[config.mk]
export PLATFORM = sky130hd
export DESIGN_NAME = bch_err_locator_seq
export DESIGN_NICKNAME = d
export VERILOG_FILES = /design/src/rtl/bch_pkg.sv /design/src/rtl/bch_lfsr_advance.sv /design/src/rtl/bch_err_locator_seq.sv
export SDC_FILE = /design/constraint.sdc
export NUM_CORES = 1
export LEC_CHECK = 0
export CORE_MARGIN = 1.5
export CORE_UTILIZATION = 44
export CTS_CLUSTER_SIZE = 20
export DETAILED_ROUTE_END_ITERATION = 12
export GPL_ROUTABILITY_DRIVEN = 0
export PLACE_DENSITY = 0.77
export SLEW_MARGIN = 20
export SYNTH_ARGS = -nofsm -noshare
export SYNTH_HDL_FRONTEND = slang
export SYNTH_SLANG_ARGS = --single-unit
[constraint.sdc]
create_clock -name clk -period 2.5 [get_ports clk]
set_input_delay 0.25 -clock clk [delete_from_list [all_inputs] [get_ports clk]]
set_output_delay 0.25 -clock clk [all_outputs]
set_load 0.005 [all_outputs]
[src/rtl/bch_pkg.sv]
// bch_pkg: shared constants, FSM state type and the single-step LFSR helper
// used by the sequential BCH/Hamming single-error locator.
//   N_DEF/K_DEF/M_DEF : default codeword, data and syndrome widths
//   FB_DEF            : default feedback constant (syndrome of position 0)
//   M_MAX             : widest syndrome the helper function can carry
//   state_e           : locator FSM states
//   lfsr_step()       : s' = (s >> 1) ^ (s[0] ? fb : 0)
package bch_pkg;

  localparam int N_DEF = 63;
  localparam int K_DEF = 56;
  localparam int M_DEF = N_DEF - K_DEF;
  localparam logic [M_DEF-1:0] FB_DEF = 7'b1100010;

  // The helper works on a fixed wide vector; callers zero-extend their
  // M-bit state. Upper bits stay zero because the step only shifts right
  // and XORs in a zero-extended feedback constant.
  localparam int M_MAX = 32;

  typedef enum logic [1:0] {
    IDLE   = 2'd0,
    SEARCH = 2'd1,
    DONE   = 2'd2
  } state_e;

  function automatic logic [M_MAX-1:0] lfsr_step(input logic [M_MAX-1:0] s,
                                                  input logic [M_MAX-1:0] fb);
    return (s >> 1) ^ (s[0] ? fb : '0);
  endfunction

endpackage

[src/rtl/bch_lfsr_advance.sv]
// bch_lfsr_advance: combinational P-lane syndrome generator.
// Given the LFSR state for position idx, produces the syndromes of
// positions idx..idx+P-1 and the state for position idx+P.
//   s_i        : current LFSR state (syndrome of the first lane)
//   lane_syn_o : lane l carries the syndrome of position idx+l
//   s_adv_o    : state advanced by P steps
module bch_lfsr_advance
  import bch_pkg::*;
#(
  parameter int M = M_DEF,
  parameter logic [M-1:0] FB = FB_DEF,
  parameter int P = 1
) (
  input  logic [M-1:0]        s_i,
  output logic [P-1:0][M-1:0] lane_syn_o,
  output logic [M-1:0]        s_adv_o
);

  localparam logic [M_MAX-1:0] FB_EXT = M_MAX'(FB);

  logic [M_MAX-1:0] cur;

  always_comb begin
    lane_syn_o = '0;
    cur        = M_MAX'(s_i);
    for (int l = 0; l < P; l++) begin
      lane_syn_o[l] = cur[M-1:0];
      cur           = lfsr_step(cur, FB_EXT);
    end
    s_adv_o = cur[M-1:0];
  end

endmodule

[src/rtl/bch_err_locator_seq.sv]
// bch_err_locator_seq: sequential single-error locator for shortened or
// primitive binary BCH/Hamming codes. Instead of a syndrome lookup table it
// walks an LFSR that regenerates the syndrome of each bit position and stops
// at the first position whose syndrome equals the latched input syndrome.
//
// Ports:
//   clk, rst_n    : clock, asynchronous active-low reset
//   start, syn    : request and syndrome (sampled when start && ready)
//   ready         : high in IDLE
//   busy          : high in SEARCH or DONE
//   done          : one-cycle pulse, results valid from this cycle on
//   ep            : error pattern (one-hot or zero), held until next start
//   found         : a matching position was located
//   uncorrectable : nonzero syndrome with no match inside the search range
//   dbg_state     : current FSM state
//
// Handshake: a request is taken on a rising clk edge where start=1 and
// ready=1; start while ready=0 (SEARCH or DONE) is dropped and syn is not
// resampled. Position j maps to ep[N-1-j].
module bch_err_locator_seq
  import bch_pkg::*;
#(
  parameter int N = N_DEF,
  parameter int K = K_DEF,
  parameter logic [N-K-1:0] FB = FB_DEF,
  parameter int P = 1,
  parameter int PARITY_FIX = 0
) (
  input  logic           clk,
  input  logic           rst_n,
  input  logic           start,
  input  logic [N-K-1:0] syn,
  output logic           ready,
  output logic           busy,
  output logic           done,
  output logic [N-1:0]   ep,
  output logic           found,
  output logic           uncorrectable,
  output state_e         dbg_state
);

  localparam int M     = N - K;
  localparam int IW    = $clog2(N + P);
  localparam int LIMIT = (PARITY_FIX != 0) ? N : K;
  localparam logic [N-1:0] EP_LSB = N'(1);

  state_e          state_q, state_d;
  logic [M-1:0]    syn_q, syn_d;
  logic [M-1:0]    s_q, s_d;
  logic [IW-1:0]   idx_q, idx_d;
  logic [N-1:0]    ep_q, ep_d;
  logic            found_q, found_d;
  logic            unc_q, unc_d;

  logic [P-1:0][M-1:0] lane_syn;
  logic [M-1:0]        s_adv;
  logic [P-1:0]        hit;
  logic [IW-1:0]       hit_lane;
  logic [IW-1:0]       hit_pos;
  logic [IW-1:0]       ep_shamt;

  bch_lfsr_advance #(
    .M (M),
    .FB(FB),
    .P (P)
  ) u_adv (
    .s_i       (s_q),
    .lane_syn_o(lane_syn),
    .s_adv_o   (s_adv)
  );

  // Lanes past the search limit are masked so the LFSR period wrap
  // (position N aliases position 0) can never produce a false hit.
  always_comb begin
    hit      = '0;
    hit_lane = '0;
    for (int l = 0; l < P; l++) begin
      if ((int'(idx_q) + l < LIMIT) && (lane_syn[l] == syn_q)) hit[l] = 1'b1;
    end
    // Lowest matching lane wins; only one can match for a valid code.
    for (int l = P - 1; l >= 0; l--) begin
      if (hit[l]) hit_lane = IW'(l);
    end
    hit_pos  = idx_q + hit_lane;
    ep_shamt = IW'(N - 1) - hit_pos;
  end

  always_comb begin
    state_d = state_q;
    syn_d   = syn_q;
    s_d     = s_q;
    idx_d   = idx_q;
    ep_d    = ep_q;
    found_d = found_q;
    unc_d   = unc_q;
    unique case (state_q)
      IDLE: begin
        if (start) begin
          syn_d   = syn;
          s_d     = FB;
          idx_d   = '0;
          ep_d    = '0;
          found_d = 1'b0;
          unc_d   = 1'b0;
          state_d = (syn == '0) ? DONE : SEARCH;
        end
      end
      SEARCH: begin
        if (|hit) begin
          ep_d    = EP_LSB << ep_shamt;
          found_d = 1'b1;
          state_d = DONE;
        end else begin
          s_d   = s_adv;
          idx_d = idx_q + IW'(P);
          if (int'(idx_q) + P >= LIMIT) begin
            unc_d   = 1'b1;
            state_d = DONE;
          end
        end
      end
      DONE: begin
        state_d = IDLE;
      end
      default: begin
        state_d = IDLE;
      end
    endcase
  end

  always_ff @(posedge clk or negedge rst_n) begin
    if (!rst_n) begin
      state_q <= IDLE;
      syn_q   <= '0;
      s_q     <= '0;
      idx_q   <= '0;
      ep_q    <= '0;
      found_q <= 1'b0;
      unc_q   <= 1'b0;
    end else begin
      state_q <= state_d;
      syn_q   <= syn_d;
      s_q     <= s_d;
      idx_q   <= idx_d;
      ep_q    <= ep_d;
      found_q <= found_d;
      unc_q   <= unc_d;
    end
  end

  assign ready         = (state_q == IDLE);
  assign busy          = (state_q == SEARCH) || (state_q == DONE);
  assign done          = (state_q == DONE);
  assign ep            = ep_q;
  assign found         = found_q;
  assign uncorrectable = unc_q;
  assign dbg_state     = state_q;

endmodule

==> flow_metrics.tcl <==
set metrics [dict create \
    placementRows 33 \
    drt-initial-drc-count 145 \
    fin_nets 396 \
    final_cell_mix "dfrtp_1, clkdlybuf4s50_1, o2bb2ai_1" \
    period_share_pct 90.5 \
    fin_ws_ns 0.237 \
    drc_errors 0 \
    powerDensity_mw_per_mm2 791 \
    wl_per_cell_um 17.6 \
    cts_tree "done" \
    htree_num_levels 3 \
    syn_area_mm2 0.00374 \
    rsz0062_at_grt "no" \
    grt_overflow_total 0 \
    dp_hpwl_um 5970 \
    power.switching_mw 1.38 \
    ir_drop_v 0.000457 \
    drtAntennaViolNets 0 \
    avgSynthCellArea_um2 12.6 \
    hp-class "input pin to async pin" \
    syn_nets 315 \
    power_frac_clock_pct 23.4 \
    ys_types 48 \
    final-setup-viol-count 0 \
    crit_path_end_kind "flip-flop" \
    synthArstFlopShare_pct 100 \
    die_x_um 95.2 \
    yosysWarningCount 0 \
    min_period_ns 2.26 \
    synth.top_cell.area_share_pct 58.2 \
    critPathKind "flip-flop to flip-flop" \
    cts_sinks 87 \
    tightest_slew_ns 0.835 \
    cts_buffer_depth 2 \
    die_area_mm2 0.00907 \
    fin_area_mm2 0.00485 \
    dpl-instance-area_mm2 0.00465 \
    status "finished clean" \
    pre_cts_ws_ns 0.231 \
    routed_wl_um 8600 \
    io_buffers 79 \
    finalSetupTns_ns 0 \
    synth_edf_count 0 \
    swShare_pct 36.0 \
    cp.required_ns 2.72 \
    vias 2782 \
    cts_buffers 9 \
    clkSlewWorstSetupHoldPaths_ns 0.09 \
    drive_above_1_share_pct 9.40 \
    slowest_delay_ns 0.50 \
    insertion_delay_ns 0.36 \
    synth_seq_area_share_pct 58.2 \
    antenna_found_initial 0 \
    initial_core_util_pct 45.5 \
    path_cells "ha_1 > a21boi_0 > o221ai_1 > o31ai_1 > a211oi_1 > o311ai_1" \
    post-place-cells 471 \
    first_pass_iters 4 \
    p_leak_nw 2.01 \
    synthCells 297 \
    diodes 0 \
    via_per_inst 5.70 \
    crit_path_max_fanout 11 \
    synth_flop_cell "dfrtp_1" \
    area_growth_pct 29.5 \
    first_global_vias 2590 \
    drv_slew 0 \
    crit_path_start_kind "flip-flop" \
    synthTopCellsByArea "dfrtp_1, o2bb2ai_1, xnor2_1" \
    synth_seq_cells 87 \
    yosysTopAreaCell "dfrtp_1" \
    die_height_um 95.2 \
    p_comb_share_pct 32.4 \
    cap_violations 0 \
    p_int_mw 2.45 \
    crit_slowest_cell "dfrtp_1" \
    cp_data_arrival_time_ns 2.48 \
    clock.fmax_mhz 442 \
    finClkSkew_ns 0.0163 \
    grt_usage_pct 20.3 \
    fill_cells 681 \
    max-slew-margin-rel_pct 43.8 \
    hold_viol_final 0 \
    grt_pass1_wl_um 14000 \
    coreArea_mm2 0.00822 \
    io_pins 80 \
    post-route-util_pct 59.0 \
    clk_root_buffer_cell "clkbuf_8" \
    grt_max_degree 88 \
    final_common_cell "dfrtp_1" \
    p_seq_share_pct 44.2 \
    finalNonFillerCells 488 \
]
[what timing repair did]
item / 4_1_cts / 5_1_grt
endpoints found under the setup margin: 0 / 5
hold buffers: 1 / 0
resized for setup: 0 / 1
buffers inserted: 0 / 0
hold endpoints to repair: 87 / 0
[cell families (layout without fill, tap and decap cells)]
group           Yosys count  in the layout  share of synthesized area, %
compound gates           93             93                          20.9
fa+ha+maj                 8              8                          2.67
flops                    87             87                          58.2
xor+xnor                 15             15                          3.51
buf+inv                  27            113                          3.44
mux                      12             12                          3.44
simple gates             55             55                          7.86
[cell type report]
cell class / count / area [µm²] / share of cell area, %
Inverter: 12 / 45.0 / 0.930
Timing Repair Buffer: 85 / 861 / 17.8
Clock inverter: 6 / 51.3 / 1.06
Sequential cell: 87 / 2180 / 44.9
Multi-Input combinational cell: 183 / 1450 / 30.0
Clock buffer: 10 / 128 / 2.63
Tap cell: 105 / 131 / 2.71
[cell usage after synthesis (4+ instances only)]
cell and n:
a22o_1 6, xnor2_1 12, nand2_1 16, o2bb2ai_1 59
mux2_2 7, nor2_1 4, buf_2 9, inv_1 12
nand4_1 6, o31ai_1 4, mux2i_1 5, dfrtp_1 87
nand3_1 13, ha_1 8
[power by group through the flow]
stage / clock, mW / combinational, mW / sequential [mW]
final: 0.897 / 1.24 / 1.69
after global routing: 0.971 / 1.37 / 1.72
after CTS: 0.910 / 1.25 / 1.70
after detailed placement: 0 / 1.24 / 1.72
after global placement: 0 / 1.21 / 1.72
after floorplan: 0 / 0.881 / 1.68
[worst max-delay path: cells and delay by family, from the launching register on]
kind / cells / cell delay [ns]
AO/OA/AOI/OAI: 5 / 1.18
flip-flops: 1 / 0.50
adder cells (fa/ha/maj): 1 / 0.46
[metrics by stage]
step / total power, mW / hold slack (ns)
after floorplan: 2.56 / -0.0456
after global placement: 2.93 / 0.318
after detailed placement: 2.97 / 0.322
after CTS: 3.86 / 0.486
after global routing: 4.06 / 0.494
final: 3.83 / 0.462
[state kept, by name, summed over array words and instances, names as in the netlist]
name,cells
ep,63
s_q,7
syn_q,7
idx_q,6
dbg_state,2
found,1
uncorrectable,1
[final timing paths]
check / from / endpoint / slack (ns) / cells after the start
max in group asynchronous: rst_n / idx_q[3] / 1.67 / 3
min in group clk: found / found / 0.48 / 1
setup / recovery: idx_q[0] / dbg_state[0] / 0.24 / 6
setup reg to reg: idx_q[0] / dbg_state[0] / 0.24 / 6
hold reg to reg: found / found / 0.48 / 1
hold / removal: rst_n / ep[52] / 0.46 / 3
[layer usage]
layer / vias up / part of all wire (%) / global-route usage, %
li1: 1287 / - / -
met1: 1396 / 45 / 28.3
met2: 91 / 48 / 32.2
met3: 8 / 5.6 / 4.31
met4: 0 / 0.94 / 5.22
met5: - / 0 / 0
No activity file was read; power rests on OpenSTA's default activity.
